File: config.mk
export PLATFORM = sky130hd
export DESIGN_NAME = pipe_mem
export DESIGN_NICKNAME = d
export VERILOG_FILES = /design/src/rtl/pipe_pkg.sv /design/src/rtl/pipe_mem_wb_reg.sv /design/src/rtl/pipe_mem.sv
export SDC_FILE = /design/constraint.sdc
export NUM_CORES = 1
export LEC_CHECK = 0
export CAP_MARGIN = 10
export CORE_MARGIN = 3
export CORE_UTILIZATION = 30
export CTS_BUF_LIST = sky130_fd_sc_hd__clkbuf_16
export CTS_CLUSTER_DIAMETER = 40
export CTS_CLUSTER_SIZE = 16
export DETAILED_ROUTE_END_ITERATION = 8
export MAX_ROUTING_LAYER = met4
export PLACE_DENSITY = 0.72
export SETUP_SLACK_MARGIN = 0.4
export SYNTH_ARGS = -nofsm -noshare
export SYNTH_HDL_FRONTEND = slang
export SYNTH_SLANG_ARGS = --single-unit
File: constraint.sdc
create_clock -name clk -period 2 [get_ports clk]
set_input_delay 0.4 -clock clk [delete_from_list [all_inputs] [get_ports clk]]
set_output_delay 0.4 -clock clk [all_outputs]
set_load 0.01 [all_outputs]
File: src/rtl/pipe_pkg.sv
// Shared definitions for the MEM stage: FSM state encoding, the control
// pattern written into MEM/WB when no instruction retires, and a helper
// that classifies an instruction as a data-memory access.
package pipe_pkg;

    localparam logic [0:0] IDLE = 1'b0;
    localparam logic [0:0] WAIT = 1'b1;

    typedef struct packed {
        logic wreg;
        logic m2reg;
    } wb_ctrl_t;

    localparam wb_ctrl_t WB_BUBBLE = '{wreg: 1'b0, m2reg: 1'b0};

    function automatic logic is_access(input logic m2reg, input logic wmem);
        return m2reg | wmem;
    endfunction

endpackage

File: src/rtl/pipe_mem_wb_reg.sv
// MEM/WB pipeline register. Every edge it either captures the retiring
// instruction or writes a bubble; a bubble only clears the control bits and
// leaves the data fields untouched. Load data is captured for loads only.
module MEM_WB_reg
    import pipe_pkg::*;
(
    input  logic        clk,
    input  logic        clrn,
    input  logic        load_bubble,
    input  logic        mem_wreg,
    input  logic        mem_m2reg,
    input  logic [4:0]  mem_wn,
    input  logic [31:0] mem_alu_result,
    input  logic [31:0] mem_rdata,
    output logic        wb_wreg,
    output logic        wb_m2reg,
    output logic [4:0]  wb_wn,
    output logic [31:0] wb_alu_result,
    output logic [31:0] wb_mem_data
);

    // Capture the instruction, insert a bubble, or clear everything on reset
    always_ff @(posedge clk) begin
        if (!clrn) begin
            wb_wreg       <= 1'b0;
            wb_m2reg      <= 1'b0;
            wb_wn         <= 5'd0;
            wb_alu_result <= 32'd0;
            wb_mem_data   <= 32'd0;
        end else if (load_bubble) begin
            wb_wreg  <= WB_BUBBLE.wreg;
            wb_m2reg <= WB_BUBBLE.m2reg;
        end else begin
            wb_wreg       <= mem_wreg;
            wb_m2reg      <= mem_m2reg;
            wb_wn         <= mem_wn;
            wb_alu_result <= mem_alu_result;
            if (mem_m2reg) begin
                wb_mem_data <= mem_rdata;
            end
        end
    end

endmodule

File: src/rtl/pipe_mem.sv
// MEM stage of the pipeline: issues data-memory requests, stalls the front
// of the pipe while memory is slow, aborts an access after WAIT_MAX wait
// cycles, and feeds the MEM/WB register.
// Optional feature: define MEM_ALIGN_CHECK_EN to reject accesses whose
// address is not word aligned (no request, misalign pulse, bubble).
module pipe_mem
    import pipe_pkg::*;
#(
    parameter int WAIT_MAX = 15
) (
    input  logic        clk,
    input  logic        clrn,
    input  logic        MEMwreg,
    input  logic        MEMm2reg,
    input  logic        MEMwmem,
    input  logic [4:0]  MEMwn,
    input  logic [31:0] MEMaluResult,
    input  logic [31:0] MEMdi,
    output logic        dmem_req,
    output logic        dmem_we,
    output logic [31:0] dmem_addr,
    output logic [31:0] dmem_wdata,
    input  logic [31:0] dmem_rdata,
    input  logic        dmem_ready,
    output logic        stall,
    output logic        dmem_err,
    output logic        misalign,
    output logic        WBwreg,
    output logic        WBm2reg,
    output logic [4:0]  WBwn,
    output logic [31:0] WBaluResult,
    output logic [31:0] WBmemData
);

    localparam logic [7:0] WAIT_LIMIT = 8'(WAIT_MAX);

    logic [0:0] state;
    logic [0:0] next_state;
    logic [7:0] wait_cnt;
    logic [7:0] next_cnt;
    logic       access;
    logic       misaligned;
    logic       load_bubble;

    assign access = is_access(MEMm2reg, MEMwmem);

`ifdef MEM_ALIGN_CHECK_EN
    assign misaligned = access && (MEMaluResult[1:0] != 2'b00);
`else
    assign misaligned = 1'b0;
`endif

    // The environment holds the MEM inputs stable during a stall, so the
    // request fields can be driven straight from them in both states
    assign dmem_we    = dmem_req & MEMwmem;
    assign dmem_addr  = MEMaluResult;
    assign dmem_wdata = MEMdi;

    // Decide request, stall, abort and bubble for this cycle and the next state
    always_comb begin
        dmem_req    = 1'b0;
        stall       = 1'b0;
        dmem_err    = 1'b0;
        misalign    = 1'b0;
        load_bubble = 1'b0;
        next_state  = state;
        next_cnt    = wait_cnt;
        if (clrn) begin
            case (state)
                IDLE: begin
                    if (access) begin
                        if (misaligned) begin
                            misalign    = 1'b1;
                            load_bubble = 1'b1;
                        end else begin
                            dmem_req = 1'b1;
                            if (!dmem_ready) begin
                                stall       = 1'b1;
                                load_bubble = 1'b1;
                                next_state  = WAIT;
                                next_cnt    = 8'd1;
                            end
                        end
                    end
                end
                WAIT: begin
                    dmem_req = 1'b1;
                    if (dmem_ready) begin
                        next_state = IDLE;
                        next_cnt   = 8'd0;
                    end else if (wait_cnt == WAIT_LIMIT) begin
                        dmem_err    = 1'b1;
                        load_bubble = 1'b1;
                        next_state  = IDLE;
                        next_cnt    = 8'd0;
                    end else begin
                        stall       = 1'b1;
                        load_bubble = 1'b1;
                        next_cnt    = wait_cnt + 8'd1;
                    end
                end
                default: begin
                    next_state = IDLE;
                    next_cnt   = 8'd0;
                end
            endcase
        end
    end

    // Advance the access FSM and wait counter; reset abandons any access
    always_ff @(posedge clk) begin
        if (!clrn) begin
            state    <= IDLE;
            wait_cnt <= 8'd0;
        end else begin
            state    <= next_state;
            wait_cnt <= next_cnt;
        end
    end

    MEM_WB_reg u_mem_wb (
        .clk            (clk),
        .clrn           (clrn),
        .load_bubble    (load_bubble),
        .mem_wreg       (MEMwreg),
        .mem_m2reg      (MEMm2reg),
        .mem_wn         (MEMwn),
        .mem_alu_result (MEMaluResult),
        .mem_rdata      (dmem_rdata),
        .wb_wreg        (WBwreg),
        .wb_m2reg       (WBm2reg),
        .wb_wn          (WBwn),
        .wb_alu_result  (WBaluResult),
        .wb_mem_data    (WBmemData)
    );

endmodule

==> summary.md <==
The tools report the number of diodes as 0. Synthesis produced a netlist with a net count of 466. Setup violations remaining at the end of the flow were counted as 0.

STA puts the critical path data arrival time at 1.46 ns. After detailed routing, the average wire length per cell comes to 14.9 µm. For this block, the routed nets add up to 9350 µm of wire. In the global route stage, overall resource usage came out at 15.1%. Once detail routing completed, the nets flagged for antenna violations numbered 0.

The maximum clock insertion buffer count came out at 2. The worst register-to-register path ends at u_mem_wb.wb_wn[2]. Net switching is 23.3% of the power. Across all register-to-register paths, the minimum setup slack is 0.52 ns. The flip-flop and latch count after synthesis was 80. The logs give 3115 for the number of global-route vias before repair and 0 for the remaining routing DRC violations.

STA classifies the critical path startpoint as a flop. Between clock sinks in the finished design, the worst skew comes to 0.00651 ns. For this block, the initial DRC count from the detailed router was 134. The width of the die was 112 µm. The H-tree depth is 3.

The startpoint identified for the worst register-to-register timing path is state. The final route contains 2928 vias. The tools report the register area as 0.00161 mm². Root buffer selected by CTS: sky130_fd_sc_hd__clkbuf_16. Buffers inserted during clock tree synthesis total 9. Data on the critical path is required at its endpoint by 1.60 ns. On the worst path, the slowest cell contributes a delay of 0.36 ns. The max-cap check violation count is 0.

Summing all multi-input logic gate instances after layout gives 0.00118 mm². For this design the total switching power over the nets is 0.948 mW. The cell with the largest stage delay on the worst path was sky130_fd_sc_hd__dfxtp_2. Once the floorplan was initialized, standard cells occupied 31.7% of the core.

Based on the critical path, the design can be clocked at up to 0.538 GHz. The logs give 0.451 ns for the worst slack on hold paths and 0.00336 mm² for the area of the mapped netlist. Most frequent standard cell in the layout excluding fill and tap cells: sky130_fd_sc_hd__dlygate4sd2_1. The run gives 0.000460 V as the worst IR drop on VDD. Post-synthesis area per instance: 9.37 µm².

The flow ran to the end, and the final reports show no timing, DRC or antenna violations. Yosys mapped the design onto 34 distinct sky130hd cell types. After synthesis, the cell types taking the most area are sky130_fd_sc_hd__dfxtp_1 (48%), sky130_fd_sc_hd__buf_4 (15%), sky130_fd_sc_hd__a22o_1 (9.7%). Of the post-synthesis cell area, the dominant cell type holds 47.7%.

The detailed placer's ending HPWL was 6900 µm; the die area was 0.0125 mm². Of the total power, registers draw 42.4%. The worst path meets setup with 0.142 ns of slack. During synthesis, Yosys emitted a total of 0 warnings.

The class of the most critical hold timing path is reg -> reg. The first global-routing pass estimated 15200 µm of wire. The share of the Yosys chip area taken by registers is 47.7%. The post-route clock period utilization came out at 92.9%.

Routability-driven placement finished with a final weighted congestion of 0.812. The tools report the filler cell count as 1032. Leaving out fill and tap cells, the most frequent cells in the layout are sky130_fd_sc_hd__dlygate4sd2_1 (93), sky130_fd_sc_hd__dfxtp_1 (77), sky130_fd_sc_hd__clkdlybuf4s50_1 (71), sky130_fd_sc_hd__nand2_1 (69), sky130_fd_sc_hd__a22o_1 (37). The fraction of power consumed by combinational cells is 14.9%, and the fraction of power consumed by the clock network is 42.6%. The first detailed-routing pass ran for 4 iterations. The net count of the finished layout is 594.

The tools report the pre-CTS setup slack as -0.426 ns. The worst reg-to-reg path cell count was 7. Total congestion overflow after global routing: 0. After floorplanning, the core was sized to cover 0.0106 mm². Traced cell by cell, the critical path runs through ha_4 > and4b_4 > a21oi_2 > a21o_1 > buf_2. The maximum net fanout on the critical path works out to 3. Setup repair after global routing could not meet its margin everywhere. Fraction of final layout cells sized beyond drive strength 1: 10.6%. The tools report the worst-case hold path end point as u_mem_wb.wb_mem_data[26]. The logs give 0 for the number of hold-slack violations in the final timing report and 37 for the number of cell rows. The run gives 358 as the count of mapped cells out of synthesis. The worst setup path is captured at an output port. The hold path depth came out at 2.

Entering global routing, the biggest net connects 39 pins. Pin placement for this block handled 247 I/O pins. The clock slew at the register clock pins of the worst setup and hold paths was 0.06 ns. TritonCTS built the clock tree. The standby leakage power is 2.43 nW, and the cell area power density is 785 mW/mm². For the initial antenna violation count, the log shows 0. The setup path with the least slack is of type reg -> out.

The post-synthesis to final-layout area growth was 54.5%; the clock latency at the later pin of the worst-skew pair was 0.32 ns. Final number of max-transition violations: 0. Of all cell types, the one taking the most synthesized area is sky130_fd_sc_hd__dfxtp_1. The startpoint of the most critical hold path is u_mem_wb.wb_mem_data[26]. The count of buffers added on input and output ports is 181. For this design, the sink count on the clock tree is 80.

In this run the vertical extent of the chip is 112 µm. The internal power of the cells totals 3.12 mW. Via-per-instance ratio: 4.67.

Subtracting the final worst setup slack from the clock period gives 1.86 ns.
## worst max path at each step
stage / slack, ns / depth (start not counted) / end / from
5_1_grt: 0.08 / 5 / stall / wait_cnt[1]
4_1_cts: 0.13 / 5 / stall / wait_cnt[0]
6_report: 0.14 / 5 / stall / wait_cnt[1]
2_1_floorplan: 0.43 / 6 / stall / MEMwmem
3_5_place_dp: -0.43 / 5 / stall / clrn
3_3_place_gp: -0.41 / 5 / stall / clrn
## area by class of cell
class / instances / area share [%]
Sequential cell: 80 / 31.0
Timing Repair Buffer: 202 / 36.6
Inverter: 3 / 0.217
Clock inverter: 7 / 1.83
Tap cell: 136 / 3.28
Clock buffer: 9 / 4.34
Multi-Input combinational cell: 190 / 22.8
## stage by stage
step	total power, mW	cell area (µm²)	instances	utilization [%]	TNS [ns]
floorplan	2.10	3360	358	-	0
global placement	2.43	4910	607	46.3	-1.16
detailed placement	2.45	4910	607	46.3	-1.16
CTS	4.13	5150	625	48.6	0
global route	4.27	5190	627	48.9	0
finish	4.07	5190	627	48.9	0
## power by group through the flow
stage | Sequential (mW) | Clock (mW) | Combinational [mW]
3_5_place_dp | 1.76 | 0 | 0.681
6_report | 1.73 | 1.74 | 0.608
2_1_floorplan | 1.80 | 0 | 0.298
5_1_grt | 1.74 | 1.87 | 0.659
3_3_place_gp | 1.76 | 0 | 0.673
4_1_cts | 1.73 | 1.79 | 0.611
## cells by family after synthesis
family,after synthesis,share of synthesized area [%]
xor+xnor,1,0.261
other cells,1,0.112
fa+ha+maj,1,0.373
compound gates,89,20.7
flops,80,47.7
buf+inv,88,18.0
simple gates,98,12.9
## state kept, by name (all words and copies together) (netlist names)
| name | flops |
|---|---|
| u_mem_wb.wb_wreg | 1 |
| wait_cnt | 8 |
| u_mem_wb.wb_m2reg | 1 |
| u_mem_wb.wb_alu_result | 32 |
| u_mem_wb.wb_mem_data | 32 |
| u_mem_wb.wb_wn | 5 |
| state | 1 |
## metal layers
metal	vias up	GRT usage, %	wire, µm
met3	22	3.59	615
li1	1405	-	-
met4	0	6.08	161
met5	-	-	0
met2	127	26.7	4910
met1	1374	16.2	3660
## synth_stat cells
| cell type | number |
|---|---|
| sky130_fd_sc_hd__and3_1 | 3 |
| sky130_fd_sc_hd__or4b_1 | 1 |
| sky130_fd_sc_hd__o21a_1 | 2 |
| sky130_fd_sc_hd__ha_1 | 1 |
| sky130_fd_sc_hd__xnor2_1 | 1 |
| sky130_fd_sc_hd__nand2b_1 | 2 |
| sky130_fd_sc_hd__a22o_1 | 37 |
| sky130_fd_sc_hd__a22oi_1 | 1 |
| sky130_fd_sc_hd__a21o_1 | 1 |
| sky130_fd_sc_hd__inv_1 | 3 |
| sky130_fd_sc_hd__nand4_1 | 1 |
| sky130_fd_sc_hd__nand3b_1 | 2 |
| sky130_fd_sc_hd__nand2_2 | 1 |
| sky130_fd_sc_hd__a21boi_1 | 12 |
| sky130_fd_sc_hd__buf_6 | 2 |
| sky130_fd_sc_hd__nor2b_1 | 1 |
| sky130_fd_sc_hd__dfxtp_1 | 80 |
| sky130_fd_sc_hd__and4b_4 | 1 |
| sky130_fd_sc_hd__and2_1 | 3 |
| sky130_fd_sc_hd__nand2_1 | 69 |
| sky130_fd_sc_hd__conb_1 | 1 |
| sky130_fd_sc_hd__a32o_1 | 1 |
| sky130_fd_sc_hd__nor3_1 | 3 |
| sky130_fd_sc_hd__clkbuf_1 | 9 |
| sky130_fd_sc_hd__buf_2 | 8 |
| sky130_fd_sc_hd__o21ai_0 | 5 |
| sky130_fd_sc_hd__nor2_1 | 8 |
| sky130_fd_sc_hd__a21oi_2 | 1 |
| sky130_fd_sc_hd__buf_4 | 66 |
| sky130_fd_sc_hd__a31oi_1 | 3 |
| sky130_fd_sc_hd__a21oi_1 | 3 |
| sky130_fd_sc_hd__nor3_2 | 1 |
| sky130_fd_sc_hd__nand3_1 | 2 |
| sky130_fd_sc_hd__a21boi_0 | 23 |
## worst max-delay path: cells and delay by family (launching register included)
kind                       cells  cell delay [ns]
adders and majority gates      1             0.14
and+or+nand+nor                1             0.26
buffers and inverters          1             0.14
DFF                            1             0.36
AOI/OAI and AO/OA              2             0.23
## timing repair
action                     in CTS  in global routing
pin swaps                       3                  2
buffers inserted                2                  2
cloned                          0                  0
setup endpoints to repair     132                 12
hold buffers                    0                  0
resized for setup             124                 16
(Power assumes the default switching activity.)
==> RTL change 1 (same flow settings) <==
Register the output `dmem_err`; this adds one clock of latency there. The other outputs are not delayed to match.
--- a/src/rtl/pipe_mem.sv
+++ b/src/rtl/pipe_mem.sv
@@ -34,6 +34,8 @@
 
     localparam logic [7:0] WAIT_LIMIT = 8'(WAIT_MAX);
 
+    logic dmem_err_d;
+
     logic [0:0] state;
     logic [0:0] next_state;
     logic [7:0] wait_cnt;
@@ -60,7 +62,7 @@
     always_comb begin
         dmem_req    = 1'b0;
         stall       = 1'b0;
-        dmem_err    = 1'b0;
+        dmem_err_d  = 1'b0;
         misalign    = 1'b0;
         load_bubble = 1'b0;
         next_state  = state;
@@ -89,7 +91,7 @@
                         next_state = IDLE;
                         next_cnt   = 8'd0;
                     end else if (wait_cnt == WAIT_LIMIT) begin
-                        dmem_err    = 1'b1;
+                        dmem_err_d  = 1'b1;
                         load_bubble = 1'b1;
                         next_state  = IDLE;
                         next_cnt    = 8'd0;
@@ -134,5 +136,9 @@
         .wb_mem_data    (WBmemData)
     );
 
+    always_ff @(posedge clk) begin
+        dmem_err <= dmem_err_d;
+    end
+
 endmodule
 
Function: no difference found for any inputs over 4 cycles, from zero or initial values; that may be too few to reach the edited logic, so the function may still have changed.
==> RTL change 1 against the original RTL <==
- cell area is 3.0% higher
- count of clock-buffer cells in the layout stayed put
- synthesized area is 7.9% higher
- hold slack worse by 0.075 ns
- wire length grew 3.3%
- setup slack gained 0.011 ns
- sequential cell count grew 1
- power fell by 6.1%
- non-clock buffer count down 1
- critical path depth did not move
- largest cell class unchanged
==> RTL change 1: results (changes against the original RTL) <==
set qor(outcome) {complete, no violations} ;# unchanged
set qor(detailed_place_hpwl_um) 7270 ;# was 6900 um
set qor(period_share_pct) 92.3 ;# was 92.9%
set qor(worst_r2r_endpoint) {wait_cnt[5]} ;# was u_mem_wb.wb_wn[2]
set qor(grt_util_all_layers_pct) 14.6 ;# was 15.1%
set qor(number_of_cells_on_the_worst_reg_to_reg_path) 6 ;# was 7
set qor(synth-compound-area-share_pct) 17.7 ;# was 20.7%
set qor(largest_stage_delay_worst_path_ns) 0.34 ;# was 0.36 ns
set qor(grt_max_degree) 84 ;# was 39
set qor(initialDrtViolationCount) 120 ;# was 134
set qor(min_delay_worst_endpoint) {state} ;# was u_mem_wb.wb_mem_data[26]
set qor(vdd.ir_drop.worst_mv) 0.582 ;# was 0.460 mV
set qor(total_leakage_power_nw) 2.38 ;# was 2.43 nW
set qor(syn-num-nets) 540 ;# was 466
set qor(adder_cell_share_of_the_synthesized_area_pct) 0.345 ;# was 0.373%
set qor(reg2reg_from) {wait_cnt[0]} ;# was state
set qor(via_per_inst) 4.53 ;# was 4.67
set qor(via_count_of_the_first_global_routing_pass) 3083 ;# was 3115
set qor(wire_per_inst_um) 13.7 ;# was 14.9 um
set qor(finalWeightedCongestion) 0.779 ;# was 0.812
set qor(fin_worst_skew_ns) 0.00566 ;# was 0.00651 ns
set qor(drive_above_1_share_pct) 9.11 ;# was 10.6%
set qor(crit_start) {wait_cnt[6]} ;# was wait_cnt[1]
set qor(ys.warnings.count) 0 ;# unchanged
set qor(place_ws_ns) -0.524 ;# was -0.426 ns
set qor(largest_registers) {u_mem_wb.wb_alu_result: 32 flops, u_mem_wb.wb_mem_data: 32 flops, wait_cnt: 8 flops} ;# unchanged
set qor(synth-xor-area-share_pct) 0.242 ;# was 0.261%
set qor(cell_types_with_the_largest_area_share_after_synthesis) {dfxtp_1, nand2_1, buf_4, a21boi_0, a21boi_1} ;# was dfxtp_1, buf_4, a22o_1, nand2_1, a21boi_0
set qor(synth_cell_type_count) 35 ;# was 34
set qor(first_pass_grt_wire_length_um) 14900 ;# was 15200 um
set qor(fin_nets) 663 ;# was 594
set qor(post_place_instance_area_um2) 5180 ;# was 4910 um2
set qor(worstHoldPathType) {in -> reg} ;# was reg -> reg
set qor(portion_of_the_post_synthesis_area_used_by_sequential_elements_pct) 44.8 ;# was 47.7%
## RTL change 1: cell count changes in the layout (fill, tap and decap cells not counted), sizes merged, moves of 3 or more
cell,before,now
nand2,70,142
o21ai,5,2
dlymetal6s2s,6,0
a22o,37,0
nor3,4,1
dlygate4sd2,93,98
a21boi,35,72
## RTL change 1: cell type report
type	instances	area, um2	area share, %
Multi-Input combinational cell	261	1420	26.5
Tap cell	143	179	3.35
Timing Repair Buffer	201	1850	34.7
Clock buffer	9	225	4.22
Clock inverter	7	38.8	0.726
Inverter	1	3.75	0.0703
Sequential cell	81	1630	30.4
## RTL change 1: cell families (layout without fill, tap and decap cells)
group / Yosys count / count (layout)
and+or+nand+nor: 172 / 172
xor gates and xnor gates: 1 / 1
DFF: 81 / 81
buffers and inverters: 90 / 218
adders and majority gates: 1 / 1
other: 1 / 1
AOI/OAI and AO/OA: 86 / 86
## RTL change 1: per-layer routing
layer / wire length, um / track usage [%] / vias up
met5: 0 / - / -
met4: 174 / 4.64 / 0
met3: 873 / 5.27 / 19
met2: 4780 / 25.1 / 141
met1: 3830 / 15.5 / 1451
li1: - / - / 1575
## RTL change 1: power by group
| group | switching (W) | total, W | internal (W) |
|---|---|---|---|
| registers | 0.0000398 | 0.00174 | 0.00170 |
| logic | 0.000280 | 0.000618 | 0.000338 |
| clock network | 0.000641 | 0.00147 | 0.000826 |
## RTL change 1: metrics by stage
stage | cells | hold WS (ns)
after floorplan | 432 | 0.450
after global placement | 685 | 0.438
after detailed placement | 685 | 0.443
after CTS | 703 | 0.365
after global routing | 703 | 0.379
final | 703 | 0.376
## RTL change 1: repair_timing
item,in CTS,in global routing
pin swaps,4,0
buffers inserted,2,0
resized for setup,126,9
setup endpoints to repair,141,8
==> RTL change 2 (same settings) <==
Without the edit above. Set the parameter `WAIT_MAX` to 8 (it was 15).
--- a/src/rtl/pipe_mem.sv
+++ b/src/rtl/pipe_mem.sv
@@ -6,7 +6,7 @@
 module pipe_mem
     import pipe_pkg::*;
 #(
-    parameter int WAIT_MAX = 15
+    parameter int WAIT_MAX = 8
 ) (
     input  logic        clk,
     input  logic        clrn,
Behaviour: same outputs for any inputs over 4 cycles, from zero or initial values; that may be too few to reach the edited logic, so the function may still have changed.
==> RTL change 2 against the original RTL <==
- setup slack lost 0.091 ns
- wire length grew 4.5%
- non-clock buffer count grew 2
- power shrank 1.8%
- hold slack lost 0.0044 ns
- synthesized area grew 2.8%
- sequential cell count is the same
- cell area grew 1.4%
- global-route usage is essentially flat
- synthesized cell count grew 22%
- largest cell class unchanged
==> RTL change 2: results (changes against the original RTL) <==
set qor(outcome) {complete, no violations} ;# unchanged
set qor(antenna_found_initial) 0 ;# unchanged
set qor(syn-num-nets) 545 ;# was 466
set qor(diodes) 0 ;# unchanged
set qor(crit_arrival_ns) 1.55 ;# was 1.46 ns
set qor(finalWeightedCongestion) 0.820 ;# was 0.812
set qor(timing.critical_path.max_delay_family) {buffers and inverters} ;# was flip-flops
set qor(clk_path_buf_depth) 2 ;# unchanged
set qor(detailed_place_hpwl_um) 7270 ;# was 6900 um
set qor(worstHoldPathType) {reg -> reg} ;# unchanged
set qor(relSlewSlack_pct) 63.9
set qor(grt_max_degree) 70 ;# was 39
set qor(crit_start) {wait_cnt[1]} ;# unchanged
set qor(fillCellCount) 1070 ;# was 1032
set qor(detail_route.wirelength_um) 9770 ;# was 9350 um
set qor(place_ws_ns) -0.331 ;# was -0.426 ns
set qor(fin_worst_skew_ns) 0.0102 ;# was 0.00651 ns
set qor(largest_stage_delay_worst_path_ns) 0.32 ;# was 0.36 ns
set qor(dr.pass1.iters) 6 ;# was 4
set qor(dr_total_vias) 3196 ;# was 2928
set qor(critical-path-slowest-cell) {dfxtp_2} ;# unchanged
set qor(grt_util_all_layers_pct) 15.1 ;# about the same
set qor(path_max_fanout) 2 ;# was 3
set qor(post-route-drc-count) 0 ;# unchanged
set qor(holdCritStartpoint) {u_mem_wb.wb_alu_result[0]} ;# was u_mem_wb.wb_mem_data[26]
set qor(reg2reg_from) {wait_cnt[0]} ;# was state
set qor(async_flop_share_pct) 0 ;# unchanged
set qor(cell_types_with_the_largest_area_share_after_synthesis) {dfxtp_1, nand2_1, buf_4, a21oi_1, buf_2} ;# was dfxtp_1, buf_4, a22o_1, nand2_1, a21boi_0
set qor(ys.warnings.count) 0 ;# unchanged
set qor(initialDrtViolationCount) 150 ;# was 134
set qor(vdd.ir_drop.worst_mv) 0.473 ;# was 0.460 mV
set qor(portion_of_the_post_synthesis_area_used_by_sequential_elements_pct) 46.4 ;# was 47.7%
set qor(fin_nets) 672 ;# was 594
set qor(drive_above_1_share_pct) 9.68 ;# was 10.6%
set qor(path_clk_slew_ns) 0.06 ;# about the same
set qor(clkLatencyLatePin_ns) 0.32 ;# about the same
set qor(synth_cell_type_count) 35 ;# was 34
set qor(first_pass_grt_wire_length_um) 15300 ;# was 15200 um
set qor(cts_made_buffers) 9 ;# unchanged
set qor(clock_tree.htree_level_count) 3 ;# unchanged
set qor(io_buffer_count) 181 ;# unchanged
set qor(largest_registers) {u_mem_wb.wb_alu_result: 32 flops, u_mem_wb.wb_mem_data: 32 flops, wait_cnt: 8 flops} ;# unchanged
set qor(synth_common_cells) {nand2_1, dfxtp_1, a21oi_1} ;# was dfxtp_1, nand2_1, buf_4
set qor(synth_flop_cell) {dfxtp_1} ;# unchanged
set qor(cell_at_the_root_of_the_clock_tree) {clkbuf_16} ;# unchanged
set qor(total_leakage_power_nw) 2.51 ;# was 2.43 nW
RTL change 2: cell types whose count changed after synthesis, sizes merged, moves of 5 or more:
cell | unedited run | this run
a21oi | 4 | 75
buf | 76 | 81
a21boi | 35 | 0
a22o | 37 | 2
nand2 | 70 | 142
RTL change 2: routing by layer:
layer  wire, um  GRT usage [%]  vias to the layer above
li1           -              -                     1595
met1       3940           16.9                     1435
met5          0              -                        -
met3        917           4.06                       12
met4         74           4.33                        0
met2       4840           26.5                      154
RTL change 2: worst min-delay path, stage by stage (launching register included):
cell and delay, ns:
dfxtp_1 0.30, nand2_1 0.05, a21oi_1 0.05
RTL change 2: through the flow:
stage	instance area, um2	cells
5_1_grt	5260	708
6_report	5260	708
4_1_cts	5230	708
2_1_floorplan	3450	436
3_5_place_dp	5030	690
3_3_place_gp	5030	690
RTL change 2: final timing paths:
path / end / slack (ns) / depth (start not counted)
max reg2reg: wait_cnt[7] / 0.47 / 7
min reg2reg: u_mem_wb.wb_alu_result[0] / 0.45 / 2
min: u_mem_wb.wb_alu_result[0] / 0.45 / 2
max: stall / 0.05 / 7
RTL change 2: logic make-up (layout without fill, tap and decap cells):
kind of cell               count (synthesis)  count (layout)  share of synthesized area [%]
AOI/OAI and AO/OA                         92              92                           14.4
adders and majority gates                  2               2                          0.725
buffers and inverters                     93             225                           18.2
DFF                                       80              80                           46.4
other                                      1               1                          0.109
and+or+nand+nor                          168             168                           20.2
RTL change 2: area by class of cell:
| type | instances | area, um2 | area share, % |
|---|---|---|---|
| Clock buffer | 9 | 225 | 4.28 |
| Clock inverter | 7 | 68.8 | 1.31 |
| Sequential cell | 80 | 1600 | 30.5 |
| Inverter | 5 | 18.8 | 0.357 |
| Multi-Input combinational cell | 263 | 1250 | 23.7 |
| Tap cell | 140 | 175 | 3.33 |
| Timing Repair Buffer | 204 | 1920 | 36.5 |
RTL change 2: what timing repair did:
item,4_1_cts,5_1_grt
endpoints found under the setup margin,165,40
pin swaps,3,0
buffers inserted,2,0
gates resized for setup,119,16
hold buffers,0,0
RTL change 2: report_power, final:
group	switching, W	internal (W)	leakage [nW]
combinational	0.000313	0.000358	1.71
clock	0.000635	0.000967	0.145
sequential	0.0000409	0.00168	0.659
